[config.mk]
export PLATFORM = sky130hd
export DESIGN_NAME = der_misc_pipe
export DESIGN_NICKNAME = d
export VERILOG_FILES = /design/src/rtl/der_pkg.sv /design/src/rtl/der_cardy_fsm.sv /design/src/rtl/der_misc_pipe.sv
export SDC_FILE = /design/constraint.sdc
export NUM_CORES = 1
export LEC_CHECK = 0
export ABC_AREA = 1
export BUFFER_PORTS_ARGS = -buffer_cell sky130_fd_sc_hd__buf_4
export CAP_MARGIN = 0
export CORE_UTILIZATION = 45
export CTS_CLUSTER_SIZE = 24
export DETAILED_ROUTE_END_ITERATION = 8
export PLACE_DENSITY = 0.9
export SLEW_MARGIN = 5
export SYNTH_ARGS = -nofsm -noshare
export SYNTH_HDL_FRONTEND = slang
export SYNTH_SLANG_ARGS = --single-unit
[constraint.sdc]
create_clock -name de_clk -period 1.6 [get_ports de_clk]
set_input_delay 0.48 -clock de_clk [delete_from_list [all_inputs] [get_ports de_clk]]
set_output_delay 0.48 -clock de_clk [all_outputs]
set_load 0.1 [all_outputs]
[src/rtl/der_pkg.sv]
// rtl/der_pkg.sv - shared encodings for the drawing-engine misc pipe
package der_pkg;

  // Cache-ready FSM state encoding
  typedef enum logic [1:0] {
    ST_IDLE = 2'd0,
    ST_WAIT = 2'd1,
    ST_RDY  = 2'd2
  } cardy_state_e;

  // Pixel size select codes
  localparam logic [1:0] PS_8   = 2'b00;
  localparam logic [1:0] PS_16  = 2'b01;
  localparam logic [1:0] PS_565 = 2'b11;
  localparam logic [1:0] PS_32  = 2'b10;

  // Width of one tiled origin channel
  localparam int TILE_W = 28;

endpackage

[src/rtl/der_cardy_fsm.sv]
// rtl/der_cardy_fsm.sv - cache-ready sequencer with programmable delay
module der_cardy_fsm
  import der_pkg::*;
#(
  parameter int RDY_DLY = 3
) (
  input  logic de_clk,
  input  logic rstn,
  input  logic cr_pulse,
  input  logic ca_inv,
  input  logic bc_co,
  output logic ca_rdy
);

  // Counter starts one below the delay so the RDY transition lands RDY_DLY edges after the request
  localparam logic [3:0] RELOAD = 4'(RDY_DLY - 1);

  cardy_state_e r_state;
  cardy_state_e w_state_nxt;
  logic [3:0]   r_cnt;
  logic [3:0]   w_cnt_nxt;

  // State and countdown registers
  always_ff @(posedge de_clk) begin
    if (!rstn) begin
      r_state <= ST_IDLE;
      r_cnt   <= '0;
    end else begin
      r_state <= w_state_nxt;
      r_cnt   <= w_cnt_nxt;
    end
  end

  // Next state, countdown and ready output; invalidate beats any request
  always_comb begin
    w_state_nxt = r_state;
    w_cnt_nxt   = r_cnt;
    ca_rdy      = (r_state == ST_RDY) | bc_co;
    if (ca_inv) begin
      w_state_nxt = ST_IDLE;
      w_cnt_nxt   = '0;
    end else begin
      case (r_state)
        ST_IDLE: begin
          if (cr_pulse) begin
            w_state_nxt = ST_WAIT;
            w_cnt_nxt   = RELOAD;
          end
        end
        ST_WAIT: begin
          if (cr_pulse) begin
            w_cnt_nxt = RELOAD;
          end else if (r_cnt == 4'd0) begin
            w_state_nxt = ST_RDY;
          end else begin
            w_cnt_nxt = r_cnt - 4'd1;
          end
        end
        ST_RDY: begin
          w_state_nxt = ST_RDY;
        end
        default: begin
          w_state_nxt = ST_IDLE;
          w_cnt_nxt   = '0;
        end
      endcase
    end
  end

endmodule

[src/rtl/der_misc_pipe.sv]
// rtl/der_misc_pipe.sv - origin registers, pixel decode and cache-ready top
module der_misc_pipe
  import der_pkg::*;
#(
  parameter int NCH     = 2,
  parameter int ORG_W   = 26,
  parameter int RDY_DLY = 3
) (
  input  logic                  de_clk,
  input  logic                  rstn,
  input  logic                  prst,
  input  logic                  cr_pulse,
  input  logic                  ca_inv,
  input  logic                  bc_co,
  input  logic [1:0]            ps_sel,
  input  logic [1:0]            apat,
  input  logic [NCH*32-1:0]     org_in,
  input  logic                  org_sel,
  input  logic                  org_vld,
  input  logic                  de_busy,
  output logic                  org_rdy,
  output logic                  prst_1,
  output logic                  ca_rdy,
  output logic                  ps8s,
  output logic                  ps16s,
  output logic                  ps565s,
  output logic                  ps32s,
  output logic [NCH*32-1:0]     de_org,
  output logic [NCH*TILE_W-1:0] org,
  output logic                  or_apat
);

  logic                  r_prst_1;
  logic [NCH*32-1:0]     r_org_q;
  logic                  r_sel_q;
  logic                  w_load;
  logic [NCH*TILE_W-1:0] w_org;

  // Origins are frozen while the engine runs, independent of the load request
  assign org_rdy = ~de_busy;
  assign w_load  = org_vld & ~de_busy;

  // Pattern-reset delay and whole-origin capture
  always_ff @(posedge de_clk) begin
    if (!rstn) begin
      r_prst_1 <= 1'b0;
      r_org_q  <= '0;
      r_sel_q  <= 1'b0;
    end else begin
      r_prst_1 <= prst;
      if (w_load) begin
        r_org_q <= org_in;
        r_sel_q <= org_sel;
      end
    end
  end

  assign prst_1  = r_prst_1;
  assign or_apat = |apat;
  assign ps8s    = (ps_sel == PS_8);
  assign ps16s   = (ps_sel == PS_16);
  assign ps565s  = (ps_sel == PS_565);
  assign ps32s   = (ps_sel == PS_32);
  assign de_org  = r_sel_q ? r_org_q : '0;

  // Tiled view drops the low nibble and keeps ORG_W-4 significant bits per channel
  always_comb begin
    w_org = '0;
    if (!r_sel_q) begin
      for (int k = 0; k < NCH; k++) begin
        w_org[k*TILE_W +: ORG_W-4] = r_org_q[k*32+4 +: ORG_W-4];
      end
    end
  end

  assign org = w_org;

  der_cardy_fsm #(
    .RDY_DLY (RDY_DLY)
  ) u_cardy (
    .de_clk   (de_clk),
    .rstn     (rstn),
    .cr_pulse (cr_pulse),
    .ca_inv   (ca_inv),
    .bc_co    (bc_co),
    .ca_rdy   (ca_rdy)
  );

endmodule
==> flow_metrics.tcl, run 1 <==
set metrics [dict create \
    status "did not finish" \
    lastStage "5_1_grt" \
    first-error "[ERROR GRT-0232] Routing congestion too high. Check the congestion heatmap in the GUI." \
    worstEpCategory "primary output" \
    yosys.area.top_type_share_pct 39.3 \
    cts_sinks 72 \
    die_h_um 92.3 \
    ys_ff_latch 72 \
    ys_warn_count 0 \
    ys_seq_area_share_pct 39.3 \
    synth_fa_ha_area_share_pct 1.70 \
    clk_path_buf_depth 2 \
    synth_compound_area_share_pct 15.9 \
    syn_avg_cell_area_um2 6.59 \
    synth-simple-area-share_pct 21.2 \
    synth.area.mux_share_pct 0 \
    numCtsBuffers 9 \
    synth_top_cell_by_area "dfxtp_1" \
    synth_area_um2 3670 \
    rows 32 \
    synth.area.top_cells "dfxtp_1 (39%), inv_1 (13%), nor2_1 (9.6%)" \
    die_w_um 92.3 \
    placed_cells 835 \
    htree_levels 3 \
    worst_endpoint "de_org[22]" \
    dp.final_hpwl_mm 7.89 \
    io_buffers 192 \
    place_ws_ps -21.4 \
    grt_overflow 285 \
    start_util_pct 47.0 \
    synth.distinct_cells 27 \
    synthCells 557 \
    cts_hold_buf 0 \
    synth_xor_area_share_pct 0 \
    place.gp.congestion 0.779 \
    cts_root_buffer "clkbuf_8" \
    synth_top_family_by_area "buffers and inverters" \
    grt_util_all_layers_pct 85.4 \
    grt_start_max_net_pins 51 \
    pin_count 205 \
]
## cell usage after synthesis, drive strengths merged
library cell  count
nand3             5
nand4             2
conb              1
o21ai            65
ha                5
nand2            84
nor3              1
a21oi            48
clkbuf            2
or2               2
buf              43
nor2             98
inv             128
dfxtp            72
o211ai            1
## stage by stage
step	setup TNS [ps]	hold slack (ps)	cell area, um2
after floorplan	-3410	451	4310
after CTS	-23880	314	7360
after detailed placement	-25.1	473	5740
after global placement	0	464	5740
## logic make-up after synthesis
family	after synthesis
buffers and inverters	173
flip-flops	72
AO/OA/AOI/OAI	114
other	1
AND/OR/NAND/NOR	192
adder cells (fa/ha/maj)	5
## routing by layer
layer / global-route usage, % / overflow
met1: 81.6 / 0
met2: 109 / 189
met3: 61.3 / 0
met4: 101 / 96
met5: 5.77 / 0
## what timing repair did
item	4_1_cts
pin swaps	3
buffers inserted	4
gates resized for setup	341
setup endpoints to repair	109
==> run 2: changes to the inputs <==
Settings changed: CORE_UTILIZATION 45 to 32, CTS_CLUSTER_SIZE 24 to unset, PLACE_DENSITY 0.9 to unset, PLACE_DENSITY_LB_ADDON set to 0.15.
==> run 2 against run 1 <==
  * The flow now finishes, with violations (setup timing)
  * Synthesized cell count stayed put
  * Synthesized area unchanged
==> flow_metrics.tcl, run 2 <==
set metrics [dict create \
    synth.most_common_cell "inv_1" \
    path_max_fanout 22 \
    dp.final_hpwl_mm 7.74 \
    reg2reg_depth 7 \
    slew_violations 0 \
    drt_iter0_drc 136 \
    violations "setup timing" \
    dr.pass1.iters 4 \
    grt_pass1_wl_mm 18.7 \
    via_count 3995 \
    final_util_pct 67.8 \
    fmax_ghz 0.538 \
    pin_count 205 \
    finalWirelength_mm 11.5 \
    synth_area_um2 3670 \
    coreArea_um2 11000 \
    top_regs "r_org_q x64, u_cardy.r_cnt x4, u_cardy.r_state x2" \
    cp-start-kind "register" \
    synth.distinct_cells 27 \
    endpoint_kind "output port" \
    hold_ws_ps 334 \
    grt_pass1_vias 4056 \
    yosys.area.top_type_share_pct 39.3 \
    synthCells 557 \
    clk_pin_slew_ps 60 \
    start_util_pct 33.3 \
    clock_latency_ps 330 \
    numCtsBuffers 9 \
    syn_avg_cell_area_um2 6.59 \
    crit_path_start "r_sel_q$_SDFFE_PN0P_" \
    ys_seq_area_share_pct 39.3 \
    io_buffers 192 \
    clock_skew_ps 2.48 \
    crit_path_end "de_org[23]" \
    drive_gt1_share_pct 49.3 \
    grt_start_max_net_pins 43 \
    ys_ff_latch 72 \
    status "finished with violations" \
    arrival_ps 1380 \
    ys_warn_count 0 \
    place.gp.congestion 0.784 \
    multi_input_area_um2 1880 \
    hold_path_class "input port to register" \
    vias_per_cell 4.47 \
    layout_common_cells "buf_4 (94), buf_12 (94), dfxtp_1 (70), nand2_1 (69), clkinvlp_4 (66)" \
    cap_violations 0 \
    path_class "register to output port" \
    diodes 0 \
    cts_sinks 72 \
    die_h_um 109 \
    fillCellCount 879 \
    synth_top_cell_by_area "dfxtp_1" \
    die_w_um 109 \
    r2r_end "u_cardy.r_cnt[1]$_SDFFE_PP0P_" \
    synth_edf_count 0 \
    cts_hold_buf 0 \
    ys.flop_type "dfxtp_1" \
    rsz0062_at_grt "yes" \
    synth.area.top_cells "dfxtp_1 (39%), inv_1 (13%), nor2_1 (9.6%)" \
    cts_tree "yes" \
    syn2layout_area_growth_pct 104 \
    timing.rr.start "u_cardy.r_state[0]$_SDFFE_PP0P_" \
    seq_area_um2 1450 \
    largest_register "r_org_q" \
    cts_root_buffer "clkbuf_16" \
    setup_ws_ps -258 \
    ir_drop_mv 0.479 \
    grt_overflow 0 \
    die_area_um2 11900 \
    finalSetupViolations 109 \
    grt_util_all_layers_pct 20.1 \
    timing.setup.tns_ps -20090 \
    fin_crit_sh_pct 116 \
    leakagePower_uw 0.00291 \
    routedWlPerCell_um 12.9 \
    largest_reg_flops 64 \
    cp.required_ps 1120 \
    postRouteAntennaNets 0 \
    nets 830 \
    layout_min_cycle_time_ps 1860 \
    synthArstFlopShare_pct 0 \
    finalHoldViolCount 0 \
    rows 38 \
    finalPower_uw 6340 \
    antenna_found_initial 0 \
    drc_errors 0 \
    clk_path_buf_depth 2 \
    reg2reg_slack_ps 160 \
    synth_common_cells "inv_1 (124), nor2_1 (94), nand2_1 (82), dfxtp_1 (72), a21oi_1 (47)" \
    htree_levels 3 \
    p_per_area_nw_per_um2 848 \
]
## run 2: final cells by class
class | instances | area share [%]
clock buffer | 10 | 3.06
clock inverter | 6 | 0.803
tap | 140 | 2.34
timing repair buffer | 214 | 39.6
sequential | 72 | 19.3
inverter | 128 | 9.67
multi-input combinational | 323 | 25.1
## run 2: stage by stage
stage | setup slack [ps] | cells | cell area (um2)
final | -258 | 893 | 7480
after global routing | -320 | 893 | 7480
after CTS | -265 | 893 | 7420
after detailed placement | 6.49 | 875 | 5810
after global placement | 24.9 | 875 | 5810
after floorplan | -276 | 568 | 4310
## run 2: worst min-delay path by stage
stage / startpoint / endpoint / slack, ps / cells after the start
finish: prst / prst_1$_SDFF_PN0_ / 330 / 3
CTS: prst / prst_1$_SDFF_PN0_ / 330 / 3
floorplan: u_cardy.r_cnt[0]$_SDFFE_PP0P_ / u_cardy.r_cnt[0]$_SDFFE_PP0P_ / 450 / 2
global placement: r_org_q[61]$_SDFFE_PN0P_ / r_org_q[61]$_SDFFE_PN0P_ / 460 / 2
global route: prst / prst_1$_SDFF_PN0_ / 340 / 3
detailed placement: r_org_q[3]$_SDFFE_PN0P_ / r_org_q[3]$_SDFFE_PN0P_ / 470 / 2
## run 2: logic make-up (layout without fill, tap and decap cells)
group,count (synthesis),count (layout),synth area share [%]
flip-flops,72,72,39.3
adder cells (fa/ha/maj),5,5,1.70
AND/OR/NAND/NOR,192,192,21.2
buffers and inverters,173,358,21.9
AO/OA/AOI/OAI,114,114,15.9
other,1,12,0.102
## run 2: critical path, cell delays in order, from the launching register on
cell and delay (ps):
dfxtp_4 420, buf_12 230, nand2_1 120, clkinvlp_4 100, buf_12 170
## run 2: layer usage
metal	track usage [%]	part of all wire [%]	vias up
met1	21.5	38	1822
met2	38.1	54	139
met3	4.60	6.8	17
li1	-	-	2017
met5	0	0	-
met4	6.85	1.8	0
## run 2: report_power, final
group          internal (uW)  total (uW)  switching (uW)
sequential              1920        1990            72.2
combinational            810        2400            1590
clock                   1200        1950             752
total                   3920        6340            2410
## run 2: timing repair
item	4_1_cts	5_1_grt
pin swaps	3	0
buffers inserted	2	1
setup endpoints to repair	109	109
gates resized for setup	318	18
Note: power is estimated with default switching activity, not from simulation.
